File: src/rtl/routing_header_demux_pkg.sv
// Shared definitions for the routing-header demux slice.
//   - fifo36 line layout: [35:34] occupancy, [33] EOF, [32] SOF, [31:0] data
//   - routing header layout: [31:28] magic, [18:17] port_sel, [16] route bit,
//     [15:2] payload word count (flags line included)
//   - demux frame-tracking state encoding
package routing_header_demux_pkg;

  localparam int unsigned F36_W      = 36;
  localparam int unsigned F36_OCC_HI = 35;
  localparam int unsigned F36_OCC_LO = 34;
  localparam int unsigned F36_EOF    = 33;
  localparam int unsigned F36_SOF    = 32;

  localparam logic [3:0]  HDR_MAGIC     = 4'b0001;
  localparam int unsigned HDR_MAGIC_HI  = 31;
  localparam int unsigned HDR_MAGIC_LO  = 28;
  localparam int unsigned HDR_SEL_HI    = 18;
  localparam int unsigned HDR_SEL_LO    = 17;
  localparam int unsigned HDR_ROUTE_BIT = 16;
  localparam int unsigned HDR_LEN_HI    = 15;
  localparam int unsigned HDR_LEN_LO    = 2;
  localparam int unsigned LEN_W         = 14;

  typedef enum logic [1:0] {
    ST_HDR,
    ST_FLAGS,
    ST_PAYLOAD,
    ST_DROP
  } demux_state_t;

endpackage

File: src/rtl/routing_hdr_decode.sv
// Combinational routing header decoder.
//   line     : fifo36 line presented as a candidate header
//   magic_ok : [31:28] carries the header magic
//   port_sel : requested output port
//   len      : declared payload word count (flags line included)
//   valid    : header may be routed (magic ok, route bit set, port exists,
//              and the header is not also the last line of its frame)
module routing_hdr_decode
  import routing_header_demux_pkg::*;
#(
  parameter int unsigned NUM_PORTS = 4
) (
  input  logic [F36_W-1:0] line,
  output logic             magic_ok,
  output logic [1:0]       port_sel,
  output logic [LEN_W-1:0] len,
  output logic             valid
);

  logic port_ok;
  logic unused_bits;

  always_comb begin
    magic_ok = (line[HDR_MAGIC_HI:HDR_MAGIC_LO] == HDR_MAGIC);
    port_sel = line[HDR_SEL_HI:HDR_SEL_LO];
    len      = line[HDR_LEN_HI:HDR_LEN_LO];
    port_ok  = (32'(port_sel) < NUM_PORTS);
    valid    = magic_ok && line[HDR_ROUTE_BIT] && port_ok && !line[F36_EOF];
  end

  assign unused_bits = ^{line[F36_OCC_HI:F36_OCC_LO], line[F36_SOF],
                         line[27:19], line[1:0]};

endmodule

File: src/rtl/routing_header_demux.sv
// Routing header demux: strips the routing header (and the flags line when
// STRIP_FLAGS=1) from each fifo36 frame and steers the payload to the port
// named in the header. Datapath is combinational, zero latency.
//   clk, reset, clear : clock, synchronous active-high reset / clear
//   data_i, src_rdy_i, dst_rdy_o : fifo36 input side
//   data_o, src_rdy_o[NUM_PORTS], dst_rdy_i[NUM_PORTS] : per-port outputs
//   flags_o   : flags word latched from the current frame
//   bad_hdr_o : one-cycle pulse when a frame is discarded
//   len_err_o : one-cycle pulse on length mismatch
// Build option: ROUTE_HDR_LEN_CHECK_EN enables the payload length checker;
// without it len_err_o is tied low.
module routing_header_demux
  import routing_header_demux_pkg::*;
#(
  parameter int unsigned NUM_PORTS   = 4,
  parameter bit          STRIP_FLAGS = 1'b1
) (
  input  logic                 clk,
  input  logic                 reset,
  input  logic                 clear,
  input  logic [F36_W-1:0]     data_i,
  input  logic                 src_rdy_i,
  output logic                 dst_rdy_o,
  output logic [F36_W-1:0]     data_o,
  output logic [NUM_PORTS-1:0] src_rdy_o,
  input  logic [NUM_PORTS-1:0] dst_rdy_i,
  output logic [31:0]          flags_o,
  output logic                 bad_hdr_o,
  output logic                 len_err_o
);

  demux_state_t     state, state_nxt;
  logic [1:0]       sel_q;
  logic             first_q;
  logic [31:0]      flags_q;
  logic             bad_hdr_q, bad_hdr_d;
  logic             latch_hdr, latch_flags;
  logic             in_xfer, eof;

  logic             hdr_magic_ok;
  logic [1:0]       hdr_port_sel;
  logic [LEN_W-1:0] hdr_len;
  logic             hdr_valid;

  routing_hdr_decode #(
    .NUM_PORTS(NUM_PORTS)
  ) u_decode (
    .line     (data_i),
    .magic_ok (hdr_magic_ok),
    .port_sel (hdr_port_sel),
    .len      (hdr_len),
    .valid    (hdr_valid)
  );

  assign eof     = data_i[F36_EOF];
  assign in_xfer = src_rdy_i && dst_rdy_o;

  always_comb begin
    state_nxt   = state;
    dst_rdy_o   = 1'b1;
    src_rdy_o   = '0;
    data_o      = data_i;
    bad_hdr_d   = 1'b0;
    latch_hdr   = 1'b0;
    latch_flags = 1'b0;
    case (state)
      ST_HDR: begin
        if (src_rdy_i) begin
          latch_hdr = 1'b1;
          if (eof) begin
            bad_hdr_d = 1'b1;
          end else if (hdr_valid) begin
            state_nxt = STRIP_FLAGS ? ST_FLAGS : ST_PAYLOAD;
          end else begin
            bad_hdr_d = 1'b1;
            state_nxt = ST_DROP;
          end
        end
      end
      ST_FLAGS: begin
        if (src_rdy_i) begin
          latch_flags = 1'b1;
          if (eof) begin
            bad_hdr_d = 1'b1;
            state_nxt = ST_HDR;
          end else begin
            state_nxt = ST_PAYLOAD;
          end
        end
      end
      ST_PAYLOAD: begin
        dst_rdy_o       = 1'b0;
        data_o[F36_SOF] = first_q;
        for (int unsigned p = 0; p < NUM_PORTS; p++) begin
          if (32'(sel_q) == p) begin
            dst_rdy_o    = dst_rdy_i[p];
            src_rdy_o[p] = src_rdy_i;
          end
        end
        if (src_rdy_i && dst_rdy_o && eof) state_nxt = ST_HDR;
      end
      ST_DROP: begin
        if (src_rdy_i && eof) state_nxt = ST_HDR;
      end
      default: state_nxt = ST_HDR;
    endcase
  end

  // first_q is held set outside PAYLOAD so the first emitted line always
  // carries SOF, regardless of how the frame entered PAYLOAD.
  always_ff @(posedge clk) begin
    if (reset || clear) begin
      state     <= ST_HDR;
      sel_q     <= '0;
      first_q   <= 1'b1;
      flags_q   <= '0;
      bad_hdr_q <= 1'b0;
    end else begin
      state     <= state_nxt;
      bad_hdr_q <= bad_hdr_d;
      if (latch_hdr) sel_q <= hdr_port_sel;
      if (state != ST_PAYLOAD) first_q <= 1'b1;
      else if (in_xfer)        first_q <= 1'b0;
      if (latch_flags) flags_q <= data_i[31:0];
    end
  end

  assign flags_o   = flags_q;
  assign bad_hdr_o = bad_hdr_q;

`ifdef ROUTE_HDR_LEN_CHECK_EN
  logic [LEN_W-1:0] len_q, cnt_q, cnt_inc;
  logic             len_err_q;
  logic             unused_dec;

  // Count includes the line being accepted, so the EOF line compares
  // against the complete post-header word count.
  assign cnt_inc = (cnt_q == '1) ? cnt_q : cnt_q + 1'b1;

  always_ff @(posedge clk) begin
    if (reset || clear) begin
      len_q     <= '0;
      cnt_q     <= '0;
      len_err_q <= 1'b0;
    end else begin
      if (latch_hdr) len_q <= hdr_len;
      if (state == ST_HDR)
        cnt_q <= '0;
      else if ((state == ST_FLAGS || state == ST_PAYLOAD) && in_xfer)
        cnt_q <= cnt_inc;
      len_err_q <= (state == ST_PAYLOAD) && in_xfer && eof && (cnt_inc != len_q);
    end
  end

  assign len_err_o  = len_err_q;
  assign unused_dec = hdr_magic_ok;
`else
  logic unused_dec;
  assign len_err_o  = 1'b0;
  assign unused_dec = ^{hdr_len, hdr_magic_ok};
`endif

endmodule

File: config.mk
export PLATFORM = sky130hd
export DESIGN_NAME = routing_header_demux
export DESIGN_NICKNAME = d
export VERILOG_FILES = /design/src/rtl/routing_header_demux_pkg.sv /design/src/rtl/routing_hdr_decode.sv /design/src/rtl/routing_header_demux.sv
export SDC_FILE = /design/constraint.sdc
export NUM_CORES = 1
export LEC_CHECK = 0
export ABC_AREA = 1
export CAP_MARGIN = 20
export CORE_ASPECT_RATIO = 1.2
export CORE_MARGIN = 4
export CORE_UTILIZATION = 39
export CTS_CLUSTER_SIZE = 25
export DETAILED_ROUTE_END_ITERATION = 7
export PLACE_DENSITY = 0.93
export SETUP_SLACK_MARGIN = 0.1
export SLEW_MARGIN = 25
export SYNTH_ARGS = -nofsm -noshare
export SYNTH_HDL_FRONTEND = slang
export SYNTH_SLANG_ARGS = --single-unit
File: constraint.sdc
create_clock -name clk -period 2.3 [get_ports clk]
set_input_delay 0.345 -clock clk [delete_from_list [all_inputs] [get_ports clk]]
set_output_delay 0.345 -clock clk [all_outputs]
set_load 0.01 [all_outputs]
==> After elaboration in Yosys (flattened, before gate mapping) <==
Index checks and enable logic that the tools add are counted.
{ "word_totals": {"inputBits": 44, "elab_cells": 59, "reg_bits": 38, "output_inout_bits": 75} }
{ "classes": {"reduce_logical": 12, "n_eq_ne": 13, "mux": 29} }
{ "ops": {"columns": ["operator", "count"], "rows": [
  ["two-way mux 1 bit", 19],
  ["two-way mux 2 bit", 7],
  ["inequality test 2 bit (second input constant)", 6],
  ["equality test 2 bit (second input constant)", 4],
  ["one-hot mux 2 bit (4 select lines)", 1],
  ["logical AND 1 bit", 6],
  ["AND reduction 5 bit", 1],
  ["equality test 2 x 1 -> 1 bit (second input constant)", 2],
  ["equality test 4 x 1 -> 1 bit (second input constant)", 1],
  ["zero test 2 bit", 2],
  ["two-way mux 4 bit", 1],
  ["one-hot mux 1 bit (2 select lines)", 1],
  ["OR reduction 2 bit", 1],
  ["zero test 1 bit", 1],
  ["logical OR 1 bit", 1]
]} }

==> Longest topological paths before layout <==
Gate-level depths: netlist (run 1).
{ "depth": {"word_depth": 10, "mapped_depth": 9, "ltp_nobuf": 8} }

==> Modules after synthesis <==
A second synthesis (run 1) with hierarchy kept.
{ "hier_totals": {"cells_unflattened": 256, "hier_area_um2": 1921.8} }
{ "modules_own_cells": {"columns": ["module", "seq_area_each_um2", "area_each_um2", "instances", "cells_per_inst"], "rows": [
  ["routing_header_demux", 760.7, 1766.7, 1, 232],
  ["routing_hdr_decode", 0.0, 155.1, 1, 24]
]} }

==> Least setup slack after synthesis (run 1) <==
Ideal clock, no wire load.
{ "synth_path": {"path_type": "register to output", "from": "register state[0]", "to": "output src_rdy_o[0]", "t_arrival_ps": 1032, "path_buffers": 1, "t_required_ps": 1955, "stages_incl_launch_ff": 5, "path_slack_ps": 923, "path_cell_list": "dfxtp_1 > buf_2 > nor2_2 > nand2_1 > nor3_1"} }
{ "synth_between": {"elab_chain_cells": 2} }
{ "synth_rtl": {"columns": ["item", "line", "rtl"], "rows": [
  ["start, declared", "routing_header_demux.sv:32", "demux_state_t state, state_nxt;"],
  ["start signal, assigned", "routing_header_demux.sv:119", "state <= state_nxt;"],
  ["equality test 2 bit", "routing_header_demux.sv:66", "case (state)"],
  ["two-way mux 4 bit", "routing_header_demux.sv:66", null],
  ["end, declared", "routing_header_demux.sv:25", "output logic [NUM_PORTS-1:0] src_rdy_o,"]
]} }
No other way between the ends.

==> Worst setup path in the final report (run 1) <==
{ "layout_path": {"from": "input src_rdy_i", "to": "output src_rdy_o[1]"} }
{ "layout_between": {"elab_chain_cells": 2} }
{ "layout_rtl": {"columns": ["item", "line", "rtl"], "rows": [
  ["start, declared", "routing_header_demux.sv:22", "input logic src_rdy_i,"],
  ["two-way mux 1 bit", "routing_header_demux.sv:95", "if (32'(sel_q) == p) begin"],
  ["two-way mux 4 bit", "routing_header_demux.sv:66", null]
]} }
No other way between the ends.

==> results.toml, run 1 <==
[clocking]
clk_latency_ns = 0.29
cts_tree = "done"
cts.path.max_buffers = 2
post_cts_buffers = 0
path_clk_slew_ns = 0.07
cts_max_level = 2
cts.root.buffer_cell = "clkbuf_8"
cts-buffers-inserted = 5
clock-sinks = 38

[grt]
gr-total-overflow = 0
grt_pass1_wl_um = 8150
grt_max_degree = 35
grt_pass1_vias = 1709
track_usage = 0.171
antenna_found_initial = 0

[timing]
hold_viol = 0
rsz0062_at_grt = "false"
fin_crit_sh = 0.909
clock_skew_ns = 0.00636
finalMaxSlewViolations = 0
slew_headroom = 0.333
setup_viol = 0
clock.fmax_mhz = 478
min_period_ns = 2.09
tns_ns = 0
worstMarginPinSlew_ns = 1.00

[critical_path]
required_ns = 1.96
critPathTopFamily = "buffers and inverters"
path_buf_inv = 2
cp_cell_sequence = "clkdlybuf4s50_1, nand2_1, nor3_1, clkdlybuf4s50_1"
critPathArrivalTime_ns = 1.75
worst-setup-path-type = "in2out"
crit_path_end_kind = "output port"
path_max_fanout = 4
critPathSlowestCell = "clkdlybuf4s50_1"
crit_top_cell = "clkdlybuf4s50_1"
crit_path_max_incr_delay_ns = 0.56
worstSetupStartpointType = "primary input"

[detailed_routing]
wire_per_inst_um = 13.8
drt_first_pass_iters = 4
vias = 1817
ant_nets = 0
drtIter0Drc = 88
drc = 0
wirelength_um = 5170
vias_per_cell = 4.85

[floorplanning]
initial_utilization = 0.415
coreArea_um2 = 4390
num_rows = 26
design.die.area_um2 = 5830
die_h_um = 82.9
ios = 119
die_x_um = 70.4

[power]
peakVddDrop_mv = 0.327
power.density_nw_per_um2 = 511
switching_power_uw = 343
internal-power_mw = 1.11
pwr-share-seq = 0.462
pwr-share-clk = 0.359
switching_share = 0.236
p_leak_nw = 1.02
combPwrFrac = 0.179

[synthesis]
ys_types = 22
synthTopCellsByArea = "dfxtp_1 42%, buf_4 15%, nand3_1 9.6%"
syn_nets = 286
synthFlopType = "dfxtp_1"
synth_edf_count = 0
ys_seq_area_frac = 0.418
synth-async-reset-ratio = 0
netlist_area_um2 = 1820
synth_area_per_cell_um2 = 7.53
synth_warnings = 0
yosys.area.top_type_share = 0.418
synth-seq-cells = 38
yosysTopAreaCell = "dfxtp_1"
syn_inst = 242

[layout]
fill_cells = 390
area_growth_pct = 56.5
drive_gt1_frac = 0.0815
regArea_um2 = 762
multi_input_area_um2 = 689
stdcell_area_um2 = 2850
insertedDiodeCount = 0
nets = 362

[run]
max_cap_viol_count = 0

[placement]
dp_hpwl_um = 3960
io_buffers = 113
placed_cell_area_um2 = 2730
routabilityCongestion = 0.758

[status]
status = "complete, no violations"

[worst_hold_path]
hp-class = "reg2reg"
-- cells by family (layout without fill, tap and decap cells) --
family / after synthesis / in the layout / synth area share
flip-flops: 38 / 38 / 0.418
AND/OR/NAND/NOR: 101 / 101 / 0.254
other: 1 / 1 / 0.00206
multiplexers: 1 / 1 / 0.00618
buffers and inverters: 62 / 139 / 0.207
AO/OA/AOI/OAI: 39 / 39 / 0.113
-- synth_stat cells, types with 4 or more instances --
master	instances
nand2_1	46
dfxtp_1	38
buf_4	36
nand3_1	35
a21oi_1	34
nor2_1	8
buf_2	7
inv_1	7
inv_2	6
nor3_1	5
clkbuf_1	4
-- metrics by stage --
step | total power, mW | std cells | hold WS (ns) | utilization | setup WS, ns
floorplan | 0.821 | 242 | 0.423 | - | 0.923
global placement | 0.945 | 367 | 0.439 | 0.622 | 0.227
detailed placement | 0.949 | 367 | 0.442 | 0.622 | 0.195
CTS | 1.48 | 375 | 0.461 | 0.648 | 0.152
global route | 1.53 | 375 | 0.475 | 0.649 | 0.112
finish | 1.46 | 375 | 0.458 | 0.649 | 0.210
-- layout by cell type, fill, tap and decap left out, types with 2 or more instances in the layout --
cell and instances:
nor2_1 8, nor2_4 3, clkbuf_8 8, o21ai_1 2, nand2_1 46, dfxtp_1 37
a21oi_1 34, o21ai_0 2, buf_4 5, nand3b_1 2, inv_2 6, nand3_1 35
clkdlybuf4s50_1 112, nor3_1 5, inv_1 7
-- sequential cells by signal, indices dropped and copies added (netlist names) --
signal	cells
state	2
first_q	1
sel_q	2
flags_o	32
bad_hdr_o	1
-- tightest hold or removal path, delay by kind of cell (launching register included) --
| kind | cells | cell delay, ns |
|---|---|---|
| DFF | 1 | 0.33 |
| and+or+nand+nor | 2 | 0.10 |
-- final timing paths --
path / from / end / slack [ns] / cells after the start
setup reg to reg: state[0] / state[1] / 0.68 / 9
hold reg to reg: first_q / first_q / 0.46 / 2
setup / recovery: src_rdy_i / src_rdy_o[1] / 0.21 / 4
hold / removal: first_q / first_q / 0.46 / 2
-- metal layers --
| layer | GRT usage | up-vias | wire (µm) |
|---|---|---|---|
| met5 | 0 | - | 0 |
| met3 | 0.0640 | 4 | 428 |
| met4 | 0.0418 | 0 | 29 |
| met1 | 0.179 | 831 | 1930 |
| li1 | - | 904 | - |
| met2 | 0.317 | 78 | 2780 |
-- final cells by class --
class | instances | share of cell area
Timing Repair Buffer | 118 | 0.411
Sequential cell | 38 | 0.267
Multi-Input combinational cell | 142 | 0.242
Clock buffer | 8 | 0.0386
Tap cell | 56 | 0.0246
Inverter | 13 | 0.0171
-- power groups by stage --
stage	Clock, mW	Sequential, mW	Combinational, mW
after floorplan	0	0.687	0.134
after global placement	0	0.686	0.259
after detailed placement	0	0.687	0.262
after CTS	0.542	0.672	0.263
after global routing	0.577	0.673	0.279
final	0.523	0.672	0.261
-- repair_timing --
| item | 4_1_cts | 5_1_grt |
|---|---|---|
| hold buffers | 0 | 0 |
| endpoints found under the setup margin | 4 | 5 |
| hold endpoints to repair | 0 | 0 |
| gates resized for setup | 1 | 2 |
| gates cloned | 0 | 0 |
Power figures use the tool's default switching activity.
==> run 2: changes to the inputs <==
Settings changed: ABC_AREA 1 to 0, CORE_UTILIZATION 39 to 38, PLACE_DENSITY 0.93 to 0.92.
==> run 2 against run 1 <==
Worst hold slack worse by 0.0049 ns. Design area is 2.0% lower. Critical path depth stayed put. Maximum frequency is 1.8% lower. Combinational power is 14% lower. Count of clock-buffer cells in the layout is 2 lower. Sequential cell count stayed put. Die area is 0.40% higher. Setup slack worse by 0.037 ns. First-iteration DRC count is 42% lower. Sequential share of layout area is 0.60 points higher. Register-to-register slack better by 0.18 ns.
==> results.toml, run 2 <==
[timing]
min_period_ns = 2.13
finalMaxSlewViolations = 0
clock_skew_ns = 0.00343
rsz0062_at_grt = "true"
hold_viol = 0
holdWs_ns = 0.453
setup_viol = 0
tns_ns = 0
clock.fmax_mhz = 470
fin_crit_sh = 0.925

[synthesis]
syn_nets = 269
synth_warnings = 0
synth-async-reset-ratio = 0
synth_area_per_cell_um2 = 7.92
yosys.area.top_type_share = 0.427
syn_inst = 225
netlist_area_um2 = 1780
yosysTopAreaCell = "dfxtp_1"
synth_common_cells = "67 x nand2_1, 38 x dfxtp_1, 37 x buf_4"
synth-seq-cells = 38
synthFlopType = "dfxtp_1"
synthTopCellsByArea = "dfxtp_1 43%, buf_4 16%, nand2_1 14%"
synth_edf_count = 0
ys_seq_area_frac = 0.427
ys_types = 29
yosysMostFrequentCell = "nand2_1"

[grt]
grt_pass1_wl_um = 7670
grt_max_degree = 27
antenna_found_initial = 0
track_usage = 0.161
grt_pass1_vias = 1636
gr-total-overflow = 0

[clocking]
clk_latency_ns = 0.28
cts-buffers-inserted = 5
cts.path.max_buffers = 2
path_clk_slew_ns = 0.07
cts_tree = "done"
clock-sinks = 38
cts_max_level = 2
cts.root.buffer_cell = "clkbuf_8"
post_cts_buffers = 0

[layout]
largest_reg_flops = 32
final_core_util = 0.613
insertedDiodeCount = 0
most-common-layout-cells = "113 x clkdlybuf4s50_1, 67 x nand2_1, 36 x dfxtp_1"
nets = 347
drive_gt1_frac = 0.0658
final_common_cell = "clkdlybuf4s50_1"
area_growth_pct = 56.7

[floorplanning]
die_h_um = 83.0
design.die.area_um2 = 5860
num_rows = 27
die_x_um = 70.5
initial_utilization = 0.391
coreArea_um2 = 4560
ios = 119

[critical_path]
r2r_start = "state[0]"
rr_worst_depth = 4
crit_path_end_kind = "output port"
worst-setup-path-type = "in2out"
critPathArrivalTime_ns = 1.78
required_ns = 1.96
r2r-end = "flags_o[21]"
worstSetupStartpointType = "primary input"
path_max_fanout = 3
r2r_slack_ns = 0.86

[detailed_routing]
vias = 1659
ant_nets = 0
vias_per_cell = 4.58
wire_per_inst_um = 13.0
drc = 0
wirelength_um = 4720
drt_first_pass_iters = 4
drtIter0Drc = 51

[worst_hold_path]
holdPathStages = 2
hp-class = "reg2reg"
worstHoldEndpoint = "flags_o[26]"
hold_path_startpoint = "flags_o[26]"

[placement]
io_buffers = 113
dp_hpwl_um = 3780
routabilityCongestion = 0.744

[status]
status = "complete, no violations"

[power]
power.density_nw_per_um2 = 486
peakVddDrop_mv = 0.325
p_leak_nw = 0.970

[run]
max_cap_viol_count = 0
[run 2: cell count changes after synthesis, moves of 3 or more]
cell and change:
nand3_1 -35, nand2_1 +21, inv_2 -6, nor2b_1 +4
and3_1 +3, buf_2 -3, buf_6 +3, inv_1 -3
mux2i_1 +3, nor2_1 -3, nor3_1 -3
[run 2: per-stage QoR]
step	power, mW	worst slack [ns]	instance area (µm²)	std cells
floorplan	0.794	1.01	1780	225
global route	1.42	0.0785	2790	362
CTS	1.38	0.134	2790	362
detailed placement	0.912	0.158	2690	354
global placement	0.907	0.217	2690	354
finish	1.36	0.172	2790	362
[run 2: cells by family after synthesis]
group	synth area share
buffers and inverters	0.201
AO/OA/AOI/OAI	0.131
flip-flops	0.427
AND/OR/NAND/NOR	0.217
other	0.00210
multiplexers	0.0232
[run 2: worst max-delay path: stages]
cell	delay, ns
clkdlybuf4s50_1	0.49
nor2b_1	0.22
and3_1	0.19
clkdlybuf4s50_1	0.53
[run 2: per-layer routing]
metal	part of all wire	GRT usage
met5	0	0
met4	0.013	0.0564
met3	0.071	0.0412
met2	0.55	0.310
met1	0.37	0.163
[run 2: layout make-up]
type | instances | area [µm²]
clock buffers | 6 | 82.6
clock inverters | 2 | 12.5
fillers | 403 | 1770
inverters | 4 | 15.0
multi-input cells | 136 | 667
flip-flops and latches | 38 | 763
well taps | 58 | 72.6
repair buffers | 118 | 1180
[run 2: repair_timing]
action                     4_1_cts  5_1_grt
setup endpoints to repair        0        4
hold buffers                     0        0
gates resized for setup          0        3
[run 2: power breakdown]
group          internal, mW  switching (mW)
logic                 0.140          0.0855
registers             0.664         0.00596
clock network         0.241           0.222
total                  1.04           0.314
[run 2: how the worst max path moves through the flow]
stage | start | to | depth (start not counted)
finish | src_rdy_i | src_rdy_o[1] | 4
global route | state[0] | data_o[32] | 4
CTS | sel_q[0] | dst_rdy_o | 4
detailed placement | dst_rdy_i[3] | dst_rdy_o | 5
global placement | dst_rdy_i[3] | dst_rdy_o | 5
floorplan | sel_q[0] | dst_rdy_o | 3
